==> config.mk <==
export PLATFORM = sky130hd
export DESIGN_NAME = cpu_ifetch
export DESIGN_NICKNAME = d
export VERILOG_FILES = /design/src/rtl/cpu_pkg.sv /design/src/rtl/ifetch_len_decode.sv /design/src/rtl/cpu_ifetch.sv
export SDC_FILE = /design/constraint.sdc
export NUM_CORES = 1
export LEC_CHECK = 0
export BUFFER_PORTS_ARGS = -buffer_cell sky130_fd_sc_hd__buf_2
export CAP_MARGIN = 15
export CORE_MARGIN = 3
export CORE_UTILIZATION = 47
export CTS_CLUSTER_SIZE = 28
export DETAILED_ROUTE_END_ITERATION = 12
export PLACE_DENSITY = 0.83
export REMOVE_ABC_BUFFERS = 1
export SETUP_SLACK_MARGIN = 0.1
export SLEW_MARGIN = 15
export SYNTH_ARGS = -nofsm -noshare
export SYNTH_HDL_FRONTEND = slang
export SYNTH_HIERARCHICAL = 1
export SYNTH_SLANG_ARGS = --single-unit
==> constraint.sdc <==
create_clock -name clk -period 1.55 [get_ports clk]
set_input_delay 0 -clock clk [delete_from_list [all_inputs] [get_ports clk]]
set_output_delay 0 -clock clk [all_outputs]
set_load 0.01 [all_outputs]
==> src/rtl/cpu_pkg.sv <==
// Shared CPU front-end definitions: fetch FSM states, instruction geometry and the
// opcode length table used by both fetch and decode.
package cpu_pkg;

  typedef enum logic [1:0] {
    StFetch,
    StWait,
    StHold,
    StDrain
  } fetch_state_e;

  localparam int unsigned InstrByteW     = 8;
  localparam int unsigned InstrMaxLen    = 3;
  localparam int unsigned OpcLenMsb      = 7;
  localparam int unsigned OpcLenLsb      = 6;
  localparam int unsigned ResetVectorDef = 0;

  // Two bits per entry, indexed by opcode[7:6]: 00->1, 01->2, 10->3, 11->1.
  localparam logic [7:0] LenTable = {2'd1, 2'd3, 2'd2, 2'd1};

  function automatic logic [1:0] instr_len_of(input logic [InstrByteW-1:0] opcode);
    logic [1:0] field;
    field = opcode[OpcLenMsb:OpcLenLsb];
    return LenTable[{field, 1'b0} +: 2];
  endfunction

endpackage

==> src/rtl/ifetch_len_decode.sv <==
// Combinational instruction length decode from the first instruction byte.
module ifetch_len_decode
  import cpu_pkg::*;
(
  input  logic [InstrByteW-1:0] opcode,
  output logic [1:0]            len
);

  always_comb begin
    len = instr_len_of(opcode);
  end

endmodule

==> src/rtl/cpu_ifetch.sv <==
// Instruction fetch stage: owns the PC, reads bytes over a req/ack handshake and
// hands complete 1-3 byte instructions to the decoder over valid/ready.
module cpu_ifetch
  import cpu_pkg::*;
#(
  parameter int unsigned ADDR_W       = 8,
  parameter int unsigned RESET_VECTOR = ResetVectorDef
) (
  input  logic                              clk,
  input  logic                              reset_,
  input  logic                              ifetch_en,
  input  logic                              pc_reset,
  input  logic                              pc_branch,
  input  logic [ADDR_W-1:0]                 branch_target,
  output logic                              mem_rd_req,
  output logic [ADDR_W-1:0]                 mem_addr,
  input  logic                              mem_rd_ack,
  input  logic [InstrByteW-1:0]             mem_rd_data,
  output logic                              instr_valid,
  input  logic                              instr_ready,
  output logic [InstrMaxLen*InstrByteW-1:0] instr_data,
  output logic [1:0]                        instr_len,
  output logic [ADDR_W-1:0]                 instr_pc
);

  localparam logic [ADDR_W-1:0] RstVec = ADDR_W'(RESET_VECTOR);

  fetch_state_e state_q, state_d;
  logic [ADDR_W-1:0] pc_q, pc_d;
  logic [ADDR_W-1:0] drain_addr_q, drain_addr_d;
  logic [ADDR_W-1:0] instr_pc_q, instr_pc_d;
  logic [1:0] count_q, count_d;
  logic [1:0] len_q, len_d;
  logic [InstrMaxLen*InstrByteW-1:0] data_q, data_d;

  logic [1:0] byte0_len, cur_len;
  logic req, ack, flush, last_byte;
  logic [ADDR_W-1:0] flush_pc;

  ifetch_len_decode u_len_decode (
    .opcode(mem_rd_data),
    .len   (byte0_len)
  );

  always_comb begin
    req       = (state_q == StFetch && ifetch_en) || state_q == StWait || state_q == StDrain;
    ack       = req & mem_rd_ack;
    flush     = pc_reset | pc_branch;
    flush_pc  = pc_reset ? RstVec : branch_target;
    cur_len   = (count_q == 2'd0) ? byte0_len : len_q;
    last_byte = (count_q + 2'd1) == cur_len;
  end

  always_comb begin
    state_d      = state_q;
    pc_d         = pc_q;
    drain_addr_d = drain_addr_q;
    instr_pc_d   = instr_pc_q;
    count_d      = count_q;
    len_d        = len_q;
    data_d       = data_q;

    unique case (state_q)
      StFetch, StWait: begin
        if (flush) begin
          pc_d    = flush_pc;
          count_d = 2'd0;
          // A raised request cannot be withdrawn; remember its address and swallow the data.
          if (req && !ack) begin
            state_d      = StDrain;
            drain_addr_d = pc_q;
          end else begin
            state_d = StFetch;
          end
        end else if (ack) begin
          pc_d = pc_q + ADDR_W'(1);
          case (count_q)
            2'd0: begin
              data_d     = {{(2*InstrByteW){1'b0}}, mem_rd_data};
              len_d      = byte0_len;
              instr_pc_d = pc_q;
            end
            2'd1:    data_d[2*InstrByteW-1:InstrByteW]   = mem_rd_data;
            default: data_d[3*InstrByteW-1:2*InstrByteW] = mem_rd_data;
          endcase
          if (last_byte) begin
            state_d = StHold;
            count_d = 2'd0;
          end else begin
            state_d = StFetch;
            count_d = count_q + 2'd1;
          end
        end else if (req) begin
          state_d = StWait;
        end
      end
      StHold: begin
        if (flush) begin
          pc_d    = flush_pc;
          state_d = StFetch;
        end else if (instr_ready) begin
          state_d = StFetch;
        end
      end
      StDrain: begin
        if (flush) begin
          pc_d = flush_pc;
        end
        if (ack) begin
          state_d = StFetch;
        end
      end
      default: state_d = StFetch;
    endcase
  end

  always_ff @(posedge clk) begin
    if (!reset_) begin
      state_q      <= StFetch;
      pc_q         <= RstVec;
      drain_addr_q <= RstVec;
      instr_pc_q   <= RstVec;
      count_q      <= 2'd0;
      len_q        <= 2'd1;
      data_q       <= '0;
    end else begin
      state_q      <= state_d;
      pc_q         <= pc_d;
      drain_addr_q <= drain_addr_d;
      instr_pc_q   <= instr_pc_d;
      count_q      <= count_d;
      len_q        <= len_d;
      data_q       <= data_d;
    end
  end

  always_comb begin
    mem_rd_req  = req;
    mem_addr    = (state_q == StDrain) ? drain_addr_q : pc_q;
    instr_valid = (state_q == StHold);
    instr_data  = data_q;
    instr_len   = len_q;
    instr_pc    = instr_pc_q;
  end

endmodule

==> results of run 1 <==
## placed cells by master (no fill, tap or decap), types with 4 or more instances in the layout
cell and count:
sky130_fd_sc_hd__a21boi_0 15, sky130_fd_sc_hd__a21boi_1 12, sky130_fd_sc_hd__a21oi_1 4, sky130_fd_sc_hd__a22o_1 8
sky130_fd_sc_hd__buf_2 66, sky130_fd_sc_hd__buf_4 27, sky130_fd_sc_hd__clkbuf_8 5, sky130_fd_sc_hd__dfxtp_1 46
sky130_fd_sc_hd__dfxtp_2 6, sky130_fd_sc_hd__dlygate4sd3_1 9, sky130_fd_sc_hd__inv_1 5, sky130_fd_sc_hd__mux2_2 8
sky130_fd_sc_hd__mux2i_1 9, sky130_fd_sc_hd__nand2_1 50, sky130_fd_sc_hd__nand3_1 5, sky130_fd_sc_hd__nand3b_1 10
sky130_fd_sc_hd__nor2_1 11, sky130_fd_sc_hd__nor2b_1 10, sky130_fd_sc_hd__o21ai_0 4
## worst max path at each step
| stage | from | to | slack [ns] | cells after the start |
|---|---|---|---|---|
| after floorplan | state_q[1] | pc_q[5] | -0.13 | 4 |
| after global placement | state_q[1] | instr_data[19] | 0.002 | 5 |
| after detailed placement | state_q[1] | instr_data[20] | -0.03 | 5 |
| after CTS | state_q[1] | instr_data[23] | 0.07 | 5 |
| after global routing | state_q[1] | instr_data[23] | 0.003 | 5 |
| final | state_q[1] | instr_data[23] | 0.08 | 5 |
## worst min-delay path, delay by kind of cell
family | cells | cell delay [ns]
buf+inv | 1 | 0.12
compound gates | 1 | 0.06
simple gates | 1 | 0.08
## layout make-up
| cell class | count | area (um^2) |
|---|---|---|
| clock buffer | 5 | 68.82 |
| inverter | 7 | 28.78 |
| clock inverter | 2 | 15.01 |
| fill | 419 | 1702 |
| sequential | 54 | 1096 |
| multi-input combinational | 202 | 1489 |
| timing repair buffer | 106 | 685.7 |
| tap | 70 | 87.58 |
## state kept, by name, summed over array words and instances, names as in the netlist
signal        cells
count_q           2
drain_addr_q      8
instr_data       24
instr_len         2
instr_pc          8
pc_q              8
state_q           2
## through the flow
stage	util [%]	setup TNS, ns	hold slack, ns	total power (uW)
3_5_place_dp	59.36	-0.2880	0.2523	1824
2_1_floorplan	-	-2.026	0.07183	1642
6_report	67.10	0	0.008945	2639
4_1_cts	65.22	0	0.001248	2627
5_1_grt	67.10	0	0.01436	2745
3_3_place_gp	59.36	0	0.2499	1816
## logic make-up after synthesis
group	count (synthesis)	share of synthesized area (%)
AO/OA/AOI/OAI	64	19.45
XOR/XNOR	2	0.6894
buffers and inverters	25	4.727
flip-flops	54	42.54
multiplexers	18	7.484
AND/OR/NAND/NOR	113	23.14
adder cells (fa/ha/maj)	4	1.970
## metal layers
layer | up-vias | part of all wire [%] | track usage, % | wire, um
met5 | - | 0 | 0 | 0
met4 | 0 | 1.1 | 4.467 | 76
met3 | 11 | 7.2 | 4.063 | 496
met2 | 101 | 50 | 37.98 | 3413
met1 | 1134 | 42 | 26.43 | 2891
li1 | 1172 | - | - | -
## power by group through the flow
stage / clock (uW) / combinational [uW] / sequential (uW)
2_1_floorplan: 0 / 166 / 1480
3_3_place_gp: 0 / 350 / 1470
3_5_place_dp: 0 / 357 / 1470
4_1_cts: 784 / 406 / 1440
5_1_grt: 834 / 469 / 1440
6_report: 765 / 435 / 1440
## what timing repair did
item                                    in CTS  in global routing
cloned                                       0                  1
gates resized for setup                     35                 19
hold buffers                                 9                  0
buffers inserted                             3                  4
hold endpoints to repair                    24                  0
pin swaps                                   23                 22
endpoints found under the setup margin      51                 35
==> results.txt, run 1 <==
----------------------------------------------------
[Status]
  Run status ... finished, final reports clean

[Cells and area]
  Summed area of non-filler cells in the final layout ... 0.003471 mm^2
  Nets ... 403
  Post-route insts no fill ... 446
  Ratio of cells with drive above 1 in the final layout ... 39.36%
  Synthesis-to-finish area growth ... 36.58%
  Antenna cells ... 0

[Power]
  Share of total power consumed by net switching ... 26.82%
  Portion of total power attributed to the clock network ... 29.0%
  Leakage power total ... 0.001464 uW
  Power per Cell Area ... 760.4 mW/mm^2
  Power Internal ... 1931 uW
  Net Switching ... 707.8 uW
  Combinational group share of total power ... 16.5%
  Reg power frac ... 54.5%
  Max IR drop VDD ... 0.0004373 V

[Die]
  # IOs ... 67
  Core footprint ... 0.005172 mm^2
  Initial core utilization ... 49.13%
  Area of the die ... 0.006325 mm^2
  DIE WIDTH ... 79.53 um
  Number of rows in the core area ... 26
  Die H ... 79.53 um

[Detailed routing]
  Number of iterations in the first detailed-routing pass ... 5
  Initial drt markers ... 106
  Number of routed nets with antenna violations ... 0
  Post-Route WL ... 6879 um
  Via density ... 5.422
  Total DRC errors in the routed layout ... 0
  Overall via count from detail_route ... 2,418
  Routed WL per cell ... 15.42 um

[STA]
  Number of setup violations in the final report ... 0
  Period utilization ... 94.85%
  Setup repair after global routing missed its margin ... true
  Min Clock Period, post-route ... 1.470 ns
  Setup skew after layout ... 0.01034 ns
  Number of failing hold endpoints at the final stage ... 0
  Slew of the pin with the lowest slew margin ... 0.3578 ns
  Max-slew violations ... 0
  Fmax ... 680.2 MHz
  Max-slew headroom at the worst pin ... 76.15%
  Worst setup margin ... 0.07984 ns

[Critical path]
  Critical path class ... flop to flop
  Reg2Reg Capture Point ... instr_data[23]
  Element type at the critical path end ... flop
  Largest driver fanout on the critical path ... 8
  Worst r2r src ... state_q[1]
  CP cell instances ... or3_4, buf_6, nor3_4, nand3b_1, a21boi_1
  Critical Path Max Stage Delay ... 0.37 ns
  Number of cells on the worst reg-to-reg path ... 5
  Cell family with the largest share of critical-path delay ... simple AND/OR/NAND/NOR gates
  Critical path required time ... 1.78 ns
  Sum of buffers and inverters on the critical path ... 1
  Arrival time at the worst endpoint ... 1.70 ns
  Type of origin of the critical path ... flop
  Reg-to-reg setup timing slack ... 0.08 ns
  Library cell contributing the largest single delay on the critical path ... sky130_fd_sc_hd__or3_4

[Synth]
  FFs w/ async S/R, synth ... 0%
  Fraction of post-synthesis cell area in the top cell type by area ... 42.54%
  Most repeated cell in the gate-level netlist after synthesis ... sky130_fd_sc_hd__dfxtp_1
  Number of synthesized register bits ... 54
  Average footprint of a synthesized cell ... 9.076 um^2
  Post-synth EDFFs ... 0
  Cell area after synthesis ... 0.002541 mm^2
  Share of synthesized area occupied by flip-flops and latches ... 42.54%
  Yosys warning total ... 6
  Commonest register cell after synthesis ... sky130_fd_sc_hd__dfxtp_1
  Cell types with the largest area share after synthesis ... sky130_fd_sc_hd__dfxtp_1 43%, sky130_fd_sc_hd__a21boi_0 7.7%, sky130_fd_sc_hd__nand2_1 7.5%
  Leading post-synthesis cells by instance count ... 54 x sky130_fd_sc_hd__dfxtp_1, 51 x sky130_fd_sc_hd__nand2_1, 26 x sky130_fd_sc_hd__a21boi_0
  Number of distinct library cells after synthesis ... 51
  Area leader, netlist ... sky130_fd_sc_hd__dfxtp_1
  Syn Inst Count ... 280

[Global route]
  Vias in the first global route ... 2,249
  Largest net degree at the start of global routing ... 23
  First-pass GRT wire length ... 10,640 um
  Remaining Overflow, GRT ... 0
  Total GRT Usage ... 21.26%
  Number of antenna violations at the first check in global routing ... 0

[Place]
  Placed instance area ... 0.003070 mm^2
  Number of placed instances with taps included ... 422
  Number of buffer cells added on primary ports ... 66
  Final weighted congestion of routability-driven global placement ... 0.9303
  Worst slack after detailed placement ... -0.03288 ns
  Half-perimeter wire length after placement ... 4536 um

[Min path]
  Worst Hold Endpoint ... instr_data[23]
  Hold Crit Class ... primary input to flop
  Launch instance of the worst min-delay path ... mem_rd_data[7]
  Hold Path Cell Cnt ... 3

[Clocking]
  TritonCTS clock tree ... yes
  CTS clock-pin slew for the worst setup and hold paths ... 0.10 ns
  Maximum clock path buffer count ... 2
  Root Buffer Master ... sky130_fd_sc_hd__clkbuf_8
  Clock latency on the worst-skew pair ... 0.31 ns
  Clock sink count ... 54
  TritonCTS Buffers ... 5
  H-Tree Level Count ... 2

[Flow run]
  Max Cap Violations ... 0

----------------------------------------------------
(Power assumes the default switching activity.)
==> run 2, diff against run 1 <==
Clock period 1.55 ns to 1.3 ns, I/O delays scaled along.
==> run 2 against run 1 <==
Net effect: the flow now finishes with violations (setup timing); first-iteration DRC count increased by 8.5%; sequential cell count unchanged; die area unchanged; via count increased by 8.7%; register-to-register slack got worse by 0.28 ns; sequential power increased by 19%; non-clock buffer count increased by 23; hold slack improved by 0.022 ns; sequential share of layout area decreased by 3.7 points.
==> results.txt, run 2 (synthesis gave the netlist of run 1 again) <==
----------------------------------------------------
[Status]
  Run status ... finished with violations (was finished, final reports clean)
  Violations in the final reports ... setup timing

[Die]
  Die H ... 79.53 um (unchanged)
  Area of the die ... 0.006325 mm^2 (unchanged)
  Initial core utilization ... 49.13% (unchanged)
  Core footprint ... 0.005172 mm^2 (unchanged)
  Number of rows in the core area ... 26 (unchanged)
  # IOs ... 67 (unchanged)
  DIE WIDTH ... 79.53 um (unchanged)

[Critical path]
  Largest driver fanout on the critical path ... 8 (unchanged)
  Critical Path Max Stage Delay ... 0.38 ns (was 0.37 ns)
  Critical path class ... flop to flop (unchanged)
  Type of origin of the critical path ... flop (unchanged)
  Critical path required time ... 1.51 ns (was 1.78 ns)
  Cell family with the largest share of critical-path delay ... buffers and inverters (was simple AND/OR/NAND/NOR gates)
  Arrival time at the worst endpoint ... 1.72 ns (was 1.70 ns)
  Library cell contributing the largest single delay on the critical path ... sky130_fd_sc_hd__dfxtp_4 (was sky130_fd_sc_hd__or3_4)
  CP cell instances ... bufbuf_16, nor4_4, buf_12, mux2i_1, nor2b_1 (was or3_4, buf_6, nor3_4, nand3b_1, a21boi_1)
  Element type at the critical path end ... flop (unchanged)
  Sum of buffers and inverters on the critical path ... 2 (was 1)

[STA]
  Fmax ... 664.8 MHz (was 680.2 MHz)
  Worst setup margin ... -0.2042 ns (was 0.07984 ns)
  Number of failing hold endpoints at the final stage ... 0 (unchanged)
  Summed negative setup slack over all endpoints ... -7.623 ns (was 0 ns)
  Max-slew headroom at the worst pin ... 71.70% (was 76.15%)
  Setup skew after layout ... 0.01196 ns (was 0.01034 ns)
  Period utilization ... 115.7% (was 94.85%)
  Number of setup violations in the final report ... 62 (was 0)
  Setup repair after global routing missed its margin ... true (unchanged)
  Min Clock Period, post-route ... 1.504 ns (was 1.470 ns)
  Max-slew violations ... 0 (unchanged)
  Slew of the pin with the lowest slew margin ... 0.4245 ns (was 0.3578 ns)

[Global route]
  Remaining Overflow, GRT ... 0 (unchanged)
  Number of antenna violations at the first check in global routing ... 0 (unchanged)
  Vias in the first global route ... 2,623 (was 2,249)
  Largest net degree at the start of global routing ... 23 (unchanged)
  Total GRT Usage ... 24.78% (was 21.26%)
  First-pass GRT wire length ... 12,360 um (was 10,640 um)

[Cells and area]
  Synthesis-to-finish area growth ... 55.24% (was 36.58%)
  Most common cell after layout, fill and taps aside ... sky130_fd_sc_hd__buf_2 (unchanged)
  Nets ... 425 (was 403)
  Ratio of cells with drive above 1 in the final layout ... 47.49% (was 39.36%)
  Top library cells by usage in the layout, fill and taps aside ... 57 x sky130_fd_sc_hd__buf_2, 46 x sky130_fd_sc_hd__dfxtp_1, 45 x sky130_fd_sc_hd__nand2_1 (was 66 x sky130_fd_sc_hd__buf_2, 50 x sky130_fd_sc_hd__nand2_1, 46 x sky130_fd_sc_hd__dfxtp_1)
  Antenna cells ... 0 (unchanged)
  Number of flip-flops in the largest register ... 24 (unchanged)

[Detailed routing]
  Initial drt markers ... 115 (was 106)
  Via density ... 5.618 (was 5.422)
  Number of routed nets with antenna violations ... 0 (unchanged)
  Overall via count from detail_route ... 2,629 (was 2,418)
  Number of iterations in the first detailed-routing pass ... 4 (was 5)
  Total DRC errors in the routed layout ... 0 (unchanged)
  Met1 wire length ... 3281 um (was 2891 um)
  Met3 routed wirelength ... 490 um (was 496 um)
  Met2 routed wirelength ... 4397 um (was 3413 um)
  Routed WL per cell ... 17.94 um (was 15.42 um)
  Post-Route WL ... 8398 um (was 6879 um)
  Top routing layer in use ... met4 (unchanged)

[Clocking]
  H-Tree Level Count ... 2 (unchanged)
  TritonCTS clock tree ... yes (unchanged)
  TritonCTS Buffers ... 5 (unchanged)
  CTS clock-pin slew for the worst setup and hold paths ... 0.10 ns (about the same)
  Clock sink count ... 54 (unchanged)
  Root Buffer Master ... sky130_fd_sc_hd__clkbuf_8 (unchanged)
  Maximum clock path buffer count ... 2 (unchanged)
  Clock latency on the worst-skew pair ... 0.32 ns (was 0.31 ns)

[Power]
  Max IR drop VDD ... 0.0008653 V (was 0.0004373 V)
  Leakage power total ... 0.001741 uW (was 0.001464 uW)
  Total power consumption of the routed design ... 3540 uW (was 2639 uW)
  Power per Cell Area ... 897.4 mW/mm^2 (was 760.4 mW/mm^2)

[Place]
  Worst slack after detailed placement ... -0.3511 ns (was -0.03288 ns)
  Half-perimeter wire length after placement ... 4823 um (was 4536 um)
  Final weighted congestion of routability-driven global placement ... 0.9273 (was 0.9303)
  Number of buffer cells added on primary ports ... 66 (unchanged)

[Flow run]
  Max Cap Violations ... 0 (unchanged)

[Min path]
  Hold Crit Class ... primary input to flop (unchanged)

----------------------------------------------------
[run 2: per-layer routing]
| layer | GRT usage, % | vias to the layer above |
|---|---|---|
| li1 | - | 1226 |
| met1 | 27.52 | 1279 |
| met2 | 45.66 | 102 |
| met3 | 5.869 | 22 |
| met4 | 8.591 | 0 |
| met5 | 0 | - |
[run 2: timing repair]
action                                 4_1_cts  5_1_grt
resized for setup                           52       70
gates cloned                                 1        2
setup buffers                                9        5
setup endpoints to repair                   61       63
pin swaps                                   22       33
endpoints found under the hold margin       14        1
hold buffers                                 6        1
[run 2: report_power, final]
group | total [uW] | internal, uW | switching (uW) | leakage [uW]
Sequential | 1720 | 1680 | 31.6 | 0.000441
Combinational | 673 | 347 | 326 | 0.00125
Clock | 1150 | 568 | 584 | 0.0000542
Total | 3540 | 2600 | 941 | 0.00174
[run 2: cell type report]
class | count | area [um^2]
multi-input combinational | 201 | 1614
fill | 342 | 1227
sequential | 54 | 1101
timing repair buffer | 129 | 1006
tap | 70 | 87.58
clock buffer | 5 | 68.82
clock inverter | 2 | 38.79
inverter | 7 | 28.78
[run 2: worst register-to-register path: stages (launching register included)]
cell	delay, ns
sky130_fd_sc_hd__dfxtp_4	0.38
sky130_fd_sc_hd__bufbuf_16	0.27
sky130_fd_sc_hd__nor4_4	0.26
sky130_fd_sc_hd__buf_12	0.18
sky130_fd_sc_hd__mux2i_1	0.24
sky130_fd_sc_hd__nor2b_1	0.08
[run 2: worst paths after layout]
path / to / slack, ns / startpoint / cells past startpoint
max: drain_addr_q[1] / -0.20 / state_q[1] / 5
min: instr_data[15] / 0.03 / mem_rd_data[7] / 3
max reg2reg: drain_addr_q[1] / -0.20 / state_q[1] / 5
min reg2reg: instr_data[0] / 0.46 / instr_data[0] / 2
[run 2: stage by stage]
stage                     utilization [%]  hold WS, ns  instances  cell area [um^2]
after floorplan                         -      0.07183        262              2447
after global placement              61.78       0.2505        437              3196
after detailed placement            61.78       0.2583        437              3196
after CTS                           70.49      0.01166        460              3646
after global routing                76.27      0.03533        468              3945
final                               76.27      0.03133        468              3945
==> run 3, diff against run 2 <==
Clock period 1.3 ns to 1.2 ns, I/O delays scaled along.
==> run 3 against run 2 <==
Net effect: the flow still finishes with violations (setup timing); sequential cell count is the same; worst setup slack lost 0.093 ns; hold slack gained 0.0054 ns; count of clock-buffer cells in the layout grew 2; fmax grew 0.48%; final area shrank 1.9%; first-iteration DRC count shrank 8.7%; non-clock buffer count shrank 4; critical path depth is the same; combinational power grew 3.1%; global-route usage shrank 1.6 points; largest power group unchanged.
==> results.txt, run 3 (synthesis gave the netlist of run 1 again) <==
----------------------------------------------------
[Status]
  Run status ... finished with violations (unchanged)
  Violations in the final reports ... setup timing (unchanged)

[Global route]
  Remaining Overflow, GRT ... 0 (unchanged)
  Vias in the first global route ... 2,588 (was 2,623)
  Number of antenna violations at the first check in global routing ... 0 (unchanged)
  Global-route track usage on met3 ... 4.063% (was 5.869%)
  First-pass GRT wire length ... 11,770 um (was 12,360 um)
  Total GRT Usage ... 23.18% (was 24.78%)
  Grt met1 use ... 26.09% (was 27.52%)
  Met2 demand-to-capacity share in global routing ... 44.66% (was 45.66%)
  Largest net degree at the start of global routing ... 19 (was 23)
  Layer with the highest usage after global routing ... met2 (unchanged)

[Detailed routing]
  Number of routed nets with antenna violations ... 0 (unchanged)
  Total DRC errors in the routed layout ... 0 (unchanged)
  Via density ... 5.566 (was 5.618)
  Overall via count from detail_route ... 2,588 (was 2,629)
  Routed WL per cell ... 17.00 um (was 17.94 um)
  Number of iterations in the first detailed-routing pass ... 4 (unchanged)
  Post-Route WL ... 7904 um (was 8398 um)
  Initial drt markers ... 105 (was 115)

[STA]
  Setup repair after global routing missed its margin ... true (unchanged)
  Max-slew headroom at the worst pin ... 76.01% (was 71.70%)
  Number of setup violations in the final report ... 63 (was 62)
  Worst hold-check slack ... 0.03670 ns (was 0.03133 ns)
  Slew of the pin with the lowest slew margin ... 0.3574 ns (was 0.4245 ns)
  Min Clock Period, post-route ... 1.497 ns (was 1.504 ns)
  Setup skew after layout ... 0.005478 ns (was 0.01196 ns)
  Fmax ... 668.0 MHz (was 664.8 MHz)
  Period utilization ... 124.7% (was 115.7%)
  Number of failing hold endpoints at the final stage ... 0 (unchanged)
  Worst setup margin ... -0.2970 ns (was -0.2042 ns)
  Max-slew violations ... 0 (unchanged)

[Critical path]
  Library cell contributing the largest single delay on the critical path ... sky130_fd_sc_hd__or3_4 (was sky130_fd_sc_hd__dfxtp_4)
  Element type at the critical path end ... flop (unchanged)
  Critical path required time ... 1.43 ns (was 1.51 ns)
  Arrival time at the worst endpoint ... 1.72 ns (about the same)
  Largest driver fanout on the critical path ... 5 (was 8)
  Critical path class ... flop to flop (unchanged)
  Reg2Reg Capture Point ... pc_q[7] (was drain_addr_q[1])
  Type of origin of the critical path ... flop (unchanged)
  Worst r2r src ... state_q[1] (unchanged)
  Reg-to-reg setup timing slack ... -0.30 ns (was -0.20 ns)
  Critical Path Max Stage Delay ... 0.40 ns (was 0.38 ns)
  Number of cells on the worst reg-to-reg path ... 5 (unchanged)
  CP cell instances ... or3_4, buf_4, nor4_4, a211oi_1, a21oi_1 (was bufbuf_16, nor4_4, buf_12, mux2i_1, nor2b_1)

[Clocking]
  Clock latency on the worst-skew pair ... 0.30 ns (was 0.32 ns)
  Maximum clock path buffer count ... 2 (unchanged)
  CTS clock-pin slew for the worst setup and hold paths ... 0.10 ns (about the same)
  TritonCTS clock tree ... yes (unchanged)
  TritonCTS Buffers ... 5 (unchanged)
  Root Buffer Master ... sky130_fd_sc_hd__clkbuf_8 (unchanged)
  H-Tree Level Count ... 2 (unchanged)
  Clock sink count ... 54 (unchanged)

[Cells and area]
  Most common cell after layout, fill and taps aside ... sky130_fd_sc_hd__buf_2 (unchanged)
  Layout fillers ... 346 (was 342)
  Synthesis-to-finish area growth ... 52.34% (was 55.24%)
  Number of flip-flops in the largest register ... 24 (unchanged)
  Top library cells by usage in the layout, fill and taps aside ... 59 x sky130_fd_sc_hd__buf_2, 46 x sky130_fd_sc_hd__dfxtp_1, 44 x sky130_fd_sc_hd__nand2_1 (was 57 x sky130_fd_sc_hd__buf_2, 46 x sky130_fd_sc_hd__dfxtp_1, 45 x sky130_fd_sc_hd__nand2_1)
  Ratio of cells with drive above 1 in the final layout ... 47.09% (was 47.49%)
  Antenna cells ... 0 (unchanged)
  Summed area of non-filler cells in the final layout ... 0.003871 mm^2 (was 0.003945 mm^2)
  Nets ... 421 (was 425)

[Place]
  Half-perimeter wire length after placement ... 4895 um (was 4823 um)
  Placed instance area ... 0.003226 mm^2 (was 0.003196 mm^2)
  Final weighted congestion of routability-driven global placement ... 0.9314 (was 0.9273)
  Number of buffer cells added on primary ports ... 66 (unchanged)
  Worst slack after detailed placement ... -0.4020 ns (was -0.3511 ns)

[Die]
  Area of the die ... 0.006325 mm^2 (unchanged)
  # IOs ... 67 (unchanged)
  Die H ... 79.53 um (unchanged)
  DIE WIDTH ... 79.53 um (unchanged)
  Initial core utilization ... 49.13% (unchanged)
  Number of rows in the core area ... 26 (unchanged)
  Core footprint ... 0.005172 mm^2 (unchanged)

[Power]
  Power per Cell Area ... 949.2 mW/mm^2 (was 897.4 mW/mm^2)
  Leakage power total ... 0.001700 uW (was 0.001741 uW)
  Max IR drop VDD ... 0.0007759 V (was 0.0008653 V)
  Total power consumption of the routed design ... 3675 uW (was 3540 uW)

[Min path]
  Launch instance of the worst min-delay path ... branch_target[7] (was mem_rd_data[7])
  Worst Hold Endpoint ... pc_q[7] (was instr_data[15])
  Hold Path Cell Cnt ... 3 (unchanged)
  Hold Crit Class ... primary input to flop (unchanged)

[Flow run]
  Max Cap Violations ... 0 (unchanged)

----------------------------------------------------
[run 3: worst max-delay path by stage]
stage | slack (ns) | depth (start not counted) | to | startpoint
after floorplan | -0.48 | 4 | pc_q[5] | state_q[1]
after global placement | -0.34 | 3 | instr_data[13] | state_q[1]
after detailed placement | -0.40 | 5 | instr_data[21] | state_q[1]
after CTS | -0.28 | 3 | instr_data[10] | state_q[1]
after global routing | -0.36 | 5 | pc_q[7] | state_q[1]
final | -0.30 | 5 | pc_q[7] | state_q[1]
[run 3: worst max-delay path, delay by kind of cell (launching register included)]
| family | cells | cell delay (ns) |
|---|---|---|
| DFF | 1 | 0.35 |
| AOI/OAI and AO/OA | 2 | 0.24 |
| and+or+nand+nor | 2 | 0.65 |
| buffers and inverters | 1 | 0.18 |
[run 3: layout make-up]
class                           instances  area, um^2  share of cell area, %
Clock buffer                            7       96.34                  2.489
Clock inverter                          1       8.758                 0.2262
Inverter                                7       28.78                 0.7434
Multi-Input combinational cell        201        1608                  41.53
Sequential cell                        54        1099                  28.38
Tap cell                               70       87.58                  2.262
Timing Repair Buffer                  125       943.4                  24.37
[run 3: routing by layer]
metal	part of all wire (%)	wire (um)	vias up
li1	-	-	1217
met1	40	3167	1249
met2	51	4065	108
met3	6.5	515	14
met4	2.0	155	0
met5	0	0	-
[run 3: per-stage QoR]
step | setup TNS [ns] | util [%] | cells
after CTS | -13.16 | 69.84 | 460
after global routing | -15.31 | 74.84 | 465
final | -12.05 | 74.84 | 465
after floorplan | -16.51 | - | 262
after global placement | -13.54 | 62.36 | 441
after detailed placement | -15.83 | 62.36 | 441
[run 3: power breakdown]
group          switching [uW]  internal, uW  leakage, uW  total, uW
Combinational             338           356      0.00120        694
Sequential               37.4          1820     0.000441       1860
Clock                     589           530    0.0000544       1120
[run 3: timing repair]
item / CTS / global route
resized for setup: 56 / 66
setup buffers: 5 / 0
setup endpoints to repair: 63 / 64
gates cloned: 0 / 5
hold buffers: 6 / 0
hold endpoints to repair: 18 / 0
pin swaps: 37 / 26
